### config.mk
export PLATFORM = sky130hd
export DESIGN_NAME = ht_serial_tx
export DESIGN_NICKNAME = d
export VERILOG_FILES = /design/src/rtl/ht_serial_pkg.sv /design/src/rtl/ht_sclk_div.sv /design/src/rtl/ht_serial_tx.sv
export SDC_FILE = /design/constraint.sdc
export NUM_CORES = 1
export LEC_CHECK = 0
export ABC_CLOCK_PERIOD_IN_PS = 2500
export CAP_MARGIN = 15
export CORE_AREA = 8 8 76 78
export DETAILED_ROUTE_END_ITERATION = 8
export DIE_AREA = 0 0 84 86
export HOLD_SLACK_MARGIN = 0.03
export SYNTH_ARGS = -nofsm -noshare
export SYNTH_HDL_FRONTEND = slang
export SYNTH_SLANG_ARGS = --single-unit
### constraint.sdc
create_clock -name clk_50m -period 2.5 [get_ports clk_50m]
set_clock_uncertainty 0.15 [all_clocks]
set_input_delay 0.25 -clock clk_50m [delete_from_list [all_inputs] [get_ports clk_50m]]
set_output_delay 0.25 -clock clk_50m [all_outputs]
set_load 0.005 [all_outputs]
### src/rtl/ht_serial_pkg.sv
// Shared types and constants for the HT-series serial transmitter.
// Optional parity (macro HT_SERIAL_PARITY_EN) is handled in ht_serial_tx.
package ht_serial_pkg;

   localparam int unsigned HALF_DIV_DEF = 25;
   localparam int unsigned GAP_CYC_DEF  = 2;

   typedef enum logic [2:0] {
      IDLE,
      SETUP,
      SCLK_HI,
      SCLK_LO,
      GAP
   } state_e;

   // Bits needed to hold values 0..n
   function automatic int unsigned cnt_width(input int unsigned n);
      return (n < 1) ? 1 : $clog2(n + 1);
   endfunction

endpackage

### src/rtl/ht_sclk_div.sv
// Phase-length down counter: a load of V gives a phase of V cycles, with
// tc_c high in the last one. Used for SCLK half-periods and the frame gap.
module ht_sclk_div #(
   parameter int unsigned CW = 5
) (
   input  logic          clk_50m,
   input  logic          rst_n,
   input  logic          load_i,
   input  logic [CW-1:0] load_val_i,
   input  logic          clr_i,
   output logic          tc_c
);

   logic [CW-1:0] cnt_q, cnt_d;

   // Saturates at zero so a one-cycle phase never wraps
   always_comb begin
      cnt_d = cnt_q;
      if (load_i) begin
         cnt_d = load_val_i - CW'(1);
      end else if (clr_i) begin
         cnt_d = '0;
      end else if (cnt_q != '0) begin
         cnt_d = cnt_q - CW'(1);
      end
   end

   always_ff @(posedge clk_50m or negedge rst_n) begin
      if (!rst_n) begin
         cnt_q <= '0;
      end else begin
         cnt_q <= cnt_d;
      end
   end

   assign tc_c = (cnt_q == '0);

endmodule

### src/rtl/ht_serial_tx.sv
// Serial transmitter for HT shift-register peripherals (SCLK/SLOAD/SDATA).
// Define HT_SERIAL_PARITY_EN to append an even-parity bit to every frame.
module ht_serial_tx
   import ht_serial_pkg::*;
#(
   parameter int unsigned DATA_W    = 16,
   parameter int unsigned HALF_DIV  = HALF_DIV_DEF,
   parameter int unsigned GAP_CYC   = GAP_CYC_DEF,
   parameter bit          MSB_FIRST = 1'b1
) (
   input  logic              clk_50m,
   input  logic              rst_n,
   input  logic              tx_valid,
   output logic              tx_ready,
   input  logic [DATA_W-1:0] tx_data,
   output logic              tx_done,
   output logic              busy,
   output logic              HT_SCLK,
   output logic              HT_SLOAD,
   output logic              HT_SDATA
);

`ifdef HT_SERIAL_PARITY_EN
   localparam int unsigned NBITS = DATA_W + 1;
`else
   localparam int unsigned NBITS = DATA_W;
`endif
   localparam int unsigned BCW     = cnt_width(NBITS);
   localparam int unsigned DIV_MAX = (HALF_DIV > GAP_CYC) ? HALF_DIV : GAP_CYC;
   localparam int unsigned CW      = cnt_width(DIV_MAX);

   state_e            state_q, state_d;
   logic [NBITS-1:0]  sh_q, sh_d;
   logic [BCW-1:0]    bitcnt_q, bitcnt_d;
   logic              sclk_q, sclk_d;
   logic              sload_q, sload_d;
   logic              sdata_q, sdata_d;
   logic              ready_q, ready_d;
   logic              busy_q, busy_d;
   logic              done_q, done_d;

   logic              div_load;
   logic [CW-1:0]     div_val;
   logic              div_clr;
   logic              div_tc;

   logic [DATA_W-1:0] data_ord;
   logic [NBITS-1:0]  frame_word;

   // Shift register always emits from its MSB, so LSB-first payloads are reversed on load
   always_comb begin
      data_ord = tx_data;
      if (!MSB_FIRST) begin
         for (int i = 0; i < int'(DATA_W); i++) begin
            data_ord[i] = tx_data[DATA_W-1-i];
         end
      end
   end

`ifdef HT_SERIAL_PARITY_EN
   assign frame_word = {data_ord, ^tx_data};
`else
   assign frame_word = data_ord;
`endif

   ht_sclk_div #(
      .CW (CW)
   ) u_div (
      .clk_50m    (clk_50m),
      .rst_n      (rst_n),
      .load_i     (div_load),
      .load_val_i (div_val),
      .clr_i      (div_clr),
      .tc_c       (div_tc)
   );

   // Next state; pin values are computed for the coming state and registered
   always_comb begin
      state_d  = state_q;
      sh_d     = sh_q;
      bitcnt_d = bitcnt_q;
      sclk_d   = sclk_q;
      sload_d  = sload_q;
      sdata_d  = sdata_q;
      ready_d  = ready_q;
      busy_d   = busy_q;
      done_d   = 1'b0;
      div_load = 1'b0;
      div_val  = CW'(HALF_DIV);
      div_clr  = 1'b0;

      case (state_q)
         IDLE: begin
            if (tx_valid) begin
               state_d  = SETUP;
               sh_d     = frame_word;
               bitcnt_d = BCW'(NBITS);
               sload_d  = 1'b0;
               sdata_d  = frame_word[NBITS-1];
               ready_d  = 1'b0;
               busy_d   = 1'b1;
               div_load = 1'b1;
            end else begin
               div_clr = 1'b1;
            end
         end
         SETUP: begin
            if (div_tc) begin
               state_d  = SCLK_HI;
               sclk_d   = 1'b1;
               div_load = 1'b1;
            end
         end
         SCLK_HI: begin
            if (div_tc) begin
               state_d  = SCLK_LO;
               sclk_d   = 1'b0;
               div_load = 1'b1;
               bitcnt_d = bitcnt_q - BCW'(1);
               // Data advances on the falling edge, except after the final bit
               if (bitcnt_q != BCW'(1)) begin
                  sh_d    = sh_q << 1;
                  sdata_d = sh_d[NBITS-1];
               end
            end
         end
         SCLK_LO: begin
            if (div_tc) begin
               div_load = 1'b1;
               if (bitcnt_q == '0) begin
                  state_d = GAP;
                  sload_d = 1'b1;
                  sdata_d = 1'b1;
                  div_val = CW'(GAP_CYC);
               end else begin
                  state_d = SCLK_HI;
                  sclk_d  = 1'b1;
               end
            end
         end
         GAP: begin
            if (div_tc) begin
               state_d = IDLE;
               ready_d = 1'b1;
               busy_d  = 1'b0;
               done_d  = 1'b1;
            end
         end
         default: state_d = IDLE;
      endcase
   end

   always_ff @(posedge clk_50m or negedge rst_n) begin
      if (!rst_n) begin
         state_q  <= IDLE;
         sh_q     <= '0;
         bitcnt_q <= '0;
         sclk_q   <= 1'b0;
         sload_q  <= 1'b1;
         sdata_q  <= 1'b1;
         ready_q  <= 1'b1;
         busy_q   <= 1'b0;
         done_q   <= 1'b0;
      end else begin
         state_q  <= state_d;
         sh_q     <= sh_d;
         bitcnt_q <= bitcnt_d;
         sclk_q   <= sclk_d;
         sload_q  <= sload_d;
         sdata_q  <= sdata_d;
         ready_q  <= ready_d;
         busy_q   <= busy_d;
         done_q   <= done_d;
      end
   end

   assign tx_ready = ready_q;
   assign busy     = busy_q;
   assign tx_done  = done_q;
   assign HT_SCLK  = sclk_q;
   assign HT_SLOAD = sload_q;
   assign HT_SDATA = sdata_q;

endmodule

==> results of run 1 <==
layer usage:
metal | vias up | global-route usage
met5 | - | 0
met4 | 0 | 0.0518
met3 | 7 | 0.0284
met2 | 24 | 0.179
met1 | 645 | 0.114
li1 | 670 | -
stage by stage:
step                      instances  utilization  hold slack, ns
final                           259        0.481           0.210
after global routing            259        0.481           0.258
after CTS                       259        0.481           0.234
after detailed placement        251        0.451           0.304
after global placement          251        0.451           0.295
after floorplan                 179            -          -0.196
worst max-delay path by stage:
| stage | cells after the start | slack [ns] | endpoint |
|---|---|---|---|
| finish | 4 | 0.47 | sh_q[12] |
| floorplan | 7 | 0.63 | u_div.cnt_q[0] |
| detailed placement | 5 | 0.46 | bitcnt_q[1] |
| CTS | 6 | 0.45 | sh_q[8] |
| global route | 6 | 0.34 | sh_q[8] |
| global placement | 4 | 0.52 | sh_q[3] |
report_power, final:
group | switching (mW) | total, mW | internal, mW
combinational | 0.427 | 0.861 | 0.434
clock | 0.209 | 0.608 | 0.400
sequential | 0.230 | 1.03 | 0.800
cells by family after synthesis:
logic type	Yosys count	synth area share
AO/OA/AOI/OAI	40	0.134
XOR/XNOR	3	0.0147
adder cells (fa/ha/maj)	3	0.0210
buffers and inverters	21	0.0581
flip-flops	34	0.478
multiplexers	16	0.0903
AND/OR/NAND/NOR	62	0.204
registers in the layout, indices dropped and copies added (netlist names):
signal / cells
HT_SDATA: 1
sh_q: 15
u_div.cnt_q: 5
HT_SLOAD: 1
busy: 1
bitcnt_q: 5
state_q: 3
tx_ready: 1
tx_done: 1
HT_SCLK: 1
final cells by class:
type                            instances  share of cell area
Multi-Input combinational cell        124               0.377
Clock buffer                            5              0.0311
Tap cell                               54              0.0305
Timing Repair Buffer                   30               0.129
Inverter                                9              0.0153
Sequential cell                        34               0.386
Clock inverter                          3              0.0311
placed cells by master, fill, tap and decap left out, types with 5 or more instances in the layout:
master	synthesis	routed
a21oi_1	7	7
buf_4	3	6
clkbuf_8	0	5
clkdlybuf4s50_1	0	24
dfrtp_1	31	31
inv_1	9	9
mux2i_1	15	15
nand2_1	25	25
nand3_1	5	5
nor2_1	10	10
nor3_1	5	5
o21ai_0	18	18
o21ai_1	5	5
==> results.md, run 1 <==
- Detailed-route DRC error count: 0
- Clock Tree Buf Depth: 2
- Reg2reg start: state_q[1]
- Design Area, Final: 0.00221 mm²
- Setup TNS: 0 ns
- Worst-case reg-to-reg path depth: 4
- Row count: 25
- Fmax: 492 MHz
- Cell with the most instances after synthesis: dfrtp_1
- Synth Cell Area: 0.00179 mm²
- FF-to-FF End: sh_q[12]
- Core ar.: 0.00460 mm²
- ANT nets after route: 0
- Boundary pin count: 25
- Final nets: 226
- Routed wire length: 3690 µm
- Detailed-route wire length per cell: 14.2 µm
- CP Data Arrival Time: 2.03 ns
- Initial Utilization: 0.389
- FF/Latch Area: 855 µm²
- Syn_nets: 201
- Seq/Total Area, Yosys: 0.478
- Worst skew pair latency: 0.28 ns
- Met3 WL: 143 µm
- Yosys reg bits: 34
- Critical path cell sequence: nor3b_2 > buf_4 > mux2i_1 > o21ai_0
- H-tree levels: 2
- Clock transition at path regs: 0.07 ns
- CP max stage cell: dfrtp_1
- Max-cap violation count: 0
- Clock sinks: 34
- Leakage: 0.954 nW
- Slew at the pin closest to its max-slew limit: 0.521 ns
- Min-Delay Path Class: in -> async
- CTS buffer count: 5
- Met2 WL: 1850 µm
- CP required: 2.50 ns
- Yosys top cell area share: 0.434
- Post-synth top cells: dfrtp_1 (31), nand2_1 (25), o21ai_0 (18)
- Placement Setup Slack: 0.464 ns
- CP max FO: 17
- PD cells: 1130 mW/mm²
- Layout cells sized above 1: 0.141
- Diodes inserted: 0
- Area delta synth->final: 23.8%
- GPL Wtd Cong: 0.742
- CP startpoint: state_q[1]
- Post-synth cell types: 42
- Unrepaired setup endpoints after global routing: false
- Kind of cell adding the most delay to the critical path: flip-flops
- First-pass DRT Iterations: 4
- Die height: 86 µm
- Die ar.: 0.00722 mm²
- Worst setup SP type: flip-flop
- Drt first-iter violations: 102
- Yosys warning count: 0
- Via count: 1346
- Pin count of the biggest net entering global routing: 35
- Post-CTS Hold Fix Bufs: 0
- Fin worst setup slack: 0.468 ns
- Number of synthesized flops with an enable pin: 0
- Cell count after synthesis: 179
- Initial antenna violation count: 0
- Minimum clock period: 2.03 ns
- Status: completed
- Main area contributors after synthesis: dfrtp_1 (43%), mux2i_1 (8.4%), nand2_1 (5.2%), o21ai_0 (5.0%), dfstp_2 (4.4%)
- Crit path capture type: flip-flop
- Worst path bufs/invs: 1
- Max VDD drop: 301 µV
- Input/output buffers: 24
- First-pass GRT wire length: 6130 µm
- Total GRT Usage: 0.103
- Worst stage delay on the critical path: 0.66 ns
- Placed inst area: 0.00208 mm²
- Tot Pwr: 2.50 mW
- Post-CTS setup buffer count: 0
- Die Wd: 84 µm
- Final Max Slew Viols: 0
- Final period utilization: 0.813
- Slack of the worst reg-to-reg path: 0.47 ns
- Main synth FF type: dfrtp_1
- Final hold vios: 0
- Fill cell count: 426
- Post-CTS Resized: 0
- TritonCTS clock tree: yes
- Slew headroom: 0.652
- Routed vias/inst: 5.20
- Mapped Avg Cell Area: 9.99 µm²
- DR top layer: met4
- Root buffer cell: clkbuf_8
- Vias in the first global route: 1360
- Final setup vio count: 0
- Async set-reset flop share out of synthesis: 1.00
- Met1 WL: 1630 µm
- HPWL Detailed: 2650 µm
- Setup Crit Path Kind: reg -> reg
- Total gr overflow: 0
- Area leader, netlist: dfrtp_1
- Area of the multi-input gates: 835 µm²
Power figures use the tool's default switching activity.
==> run 2: changes to the inputs <==
--- a/config.mk
+++ b/config.mk
@@ -5,7 +5,7 @@
 export SDC_FILE = /design/constraint.sdc
 export NUM_CORES = 1
 export LEC_CHECK = 0
-export ABC_CLOCK_PERIOD_IN_PS = 2500
+export ABC_CLOCK_PERIOD_IN_PS = 2100
 export CAP_MARGIN = 15
 export CORE_AREA = 8 8 76 78
 export DETAILED_ROUTE_END_ITERATION = 8
==> constraint.sdc (replaced) <==
create_clock -name clk_50m -period 2.1 [get_ports clk_50m]
set_clock_uncertainty 0.15 [all_clocks]
set_input_delay 0.21 -clock clk_50m [delete_from_list [all_inputs] [get_ports clk_50m]]
set_output_delay 0.21 -clock clk_50m [all_outputs]
set_load 0.005 [all_outputs]
==> results.md, run 2 (synthesized netlist as in run 1, its figures left out) <==
- Worst path bufs/invs: 1
- Switching part of the total: 0.369
- First-pass GRT wire length: 6710 µm
- Clock sinks: 34
- Cell-internal power: 1.78 mW
- CP max FO: 11
- Kind of cell adding the most delay to the critical path: simple AND/OR/NAND/NOR gates
- Crit path capture type: flip-flop
- Fin worst setup slack: 0.104 ns
- Total GRT Usage: 0.114
- Vias in the first global route: 1409
- Worst stage delay on the critical path: 0.59 ns
- Most common cell after layout, fill and taps aside: dfrtp_1
- Reg2reg start: u_div.cnt_q[0]
- CP Data Arrival Time: 2.02 ns
- H-tree levels: 2
- Boundary pin count: 25
- PD cells: 1270 mW/mm²
- Status: completed
- Final setup vio count: 0
- Min-Delay Path Class: in -> async
- Sequential power share: 0.428
- Clock transition at path regs: 0.07 ns
- Clock Tree Buf Depth: 2
- Final Max Slew Viols: 0
- Final nets: 230
- CP required: 2.13 ns
- Worst setup SP type: flip-flop
- Slew headroom: 0.680
- Largest registers: sh_q x15, bitcnt_q x5, u_div.cnt_q x5
- # placed instances: 255
- Core ar.: 0.00460 mm²
- Max-cap violation count: 0
- Total gr overflow: 0
- Initial Utilization: 0.389
- GPL Wtd Cong: 0.822
- Biggest register: sh_q
- Diodes inserted: 0
- Layout cells sized above 1: 0.153
- ANT nets after route: 0
- Switching power: 1.04 mW
- Initial antenna violation count: 0
- Clock network power share: 0.177
- Routed wire length: 3960 µm
- Final Non-Filler Cells: 263
- Worst skew pair latency: 0.29 ns
- Detailed-route DRC error count: 0
- Combinational fraction of design power: 0.395
- Drt first-iter violations: 100
- HPWL Detailed: 2860 µm
- Die ar.: 0.00722 mm²
- Die Wd: 84 µm
- Detailed-route wire length per cell: 15.0 µm
- Max reg flops: 15
- Critical path cell sequence: inv_1 > ha_1 > or4b_4 > a31oi_1 > o22ai_1 > o21a_1
- Final hold vios: 0
- Die height: 86 µm
- CTS buffer count: 5
- TritonCTS clock tree: yes
- Area delta synth->final: 24.4%
- Worst-case reg-to-reg path depth: 6
- Minimum clock period: 2.00 ns
- Routed vias/inst: 5.13
- CP max stage cell: or4b_4
- Row count: 25
- Leakage: 0.963 nW
- Area of the multi-input gates: 838 µm²
- Input/output buffers: 24
- Most frequent cells in the layout: dfrtp_1 (31), nand2_1 (25), clkdlybuf4s50_1 (24)
- Unrepaired setup endpoints after global routing: false
- Fill cell count: 410
- Pin count of the biggest net entering global routing: 35
- Setup Crit Path Kind: reg -> reg
- Post-CTS Hold Fix Bufs: 0
- Final period utilization: 0.950
- Setup TNS: 0 ns
- FF/Latch Area: 855 µm²
- Placement Setup Slack: 0.0580 ns
- Root buffer cell: clkbuf_8
- FF-to-FF End: u_div.cnt_q[0]
- First-pass DRT Iterations: 4
- Slew at the pin closest to its max-slew limit: 0.480 ns
- Via count: 1350
- Slack of the worst reg-to-reg path: 0.10 ns
- Max VDD drop: 428 µV
- Fmax: 501 MHz
[run 2: through the flow]
stage / area, µm² / total power, mW / utilization / hold slack, ns
after floorplan: 1790 / 1.93 / - / -0.236
after global placement: 2130 / 2.25 / 0.463 / 0.297
after detailed placement: 2130 / 2.32 / 0.463 / 0.300
after CTS: 2220 / 2.84 / 0.483 / 0.192
after global routing: 2220 / 3.04 / 0.484 / 0.215
final: 2220 / 2.82 / 0.484 / 0.171
[run 2: final cells by class]
type | count | area share
Clock buffer | 8 | 0.0405
Tap cell | 54 | 0.0304
Timing Repair Buffer | 34 | 0.153
Multi-Input combinational cell | 124 | 0.377
Inverter | 9 | 0.0152
Sequential cell | 34 | 0.384
[run 2: worst register-to-register path: stages, from the launching register on]
cell     delay (ns)
dfrtp_1        0.41
inv_1          0.07
ha_1           0.20
or4b_4         0.59
a31oi_1        0.19
o22ai_1        0.10
o21a_1         0.18
[run 2: layer usage]
metal	up-vias	share of wire	global-route usage	routed length (µm)
li1	678	-	-	-
met3	6	0.036	0.0341	144
met1	640	0.45	0.130	1780
met2	26	0.49	0.190	1960
met4	0	0.020	0.0565	81
met5	-	0	0	0
[run 2: what timing repair did]
action	in CTS	in global routing
setup buffers	0	0
resized for setup	0	1
endpoints found under the setup margin	0	2
[run 2: power groups by stage]
| stage | logic, mW | registers [mW] | clock network (mW) |
|---|---|---|---|
| final | 1.11 | 1.20 | 0.498 |
| after global routing | 1.25 | 1.25 | 0.545 |
| after CTS | 1.12 | 1.20 | 0.519 |
| after detailed placement | 1.11 | 1.21 | 0 |
| after global placement | 1.06 | 1.19 | 0 |
| after floorplan | 0.798 | 1.13 | 0 |
[run 2: worst max-delay path by stage]
stage                   startpoint              to  slack [ns]  depth (start not counted)
global route           bitcnt_q[0]  u_div.cnt_q[4]        0.01                          7
floorplan           u_div.cnt_q[0]  u_div.cnt_q[0]        0.23                          7
detailed placement  u_div.cnt_q[0]     bitcnt_q[4]        0.06                          6
CTS                 u_div.cnt_q[0]     bitcnt_q[4]        0.04                          6
global placement    u_div.cnt_q[0]  u_div.cnt_q[0]        0.22                          6
finish              u_div.cnt_q[0]  u_div.cnt_q[0]        0.10                          6
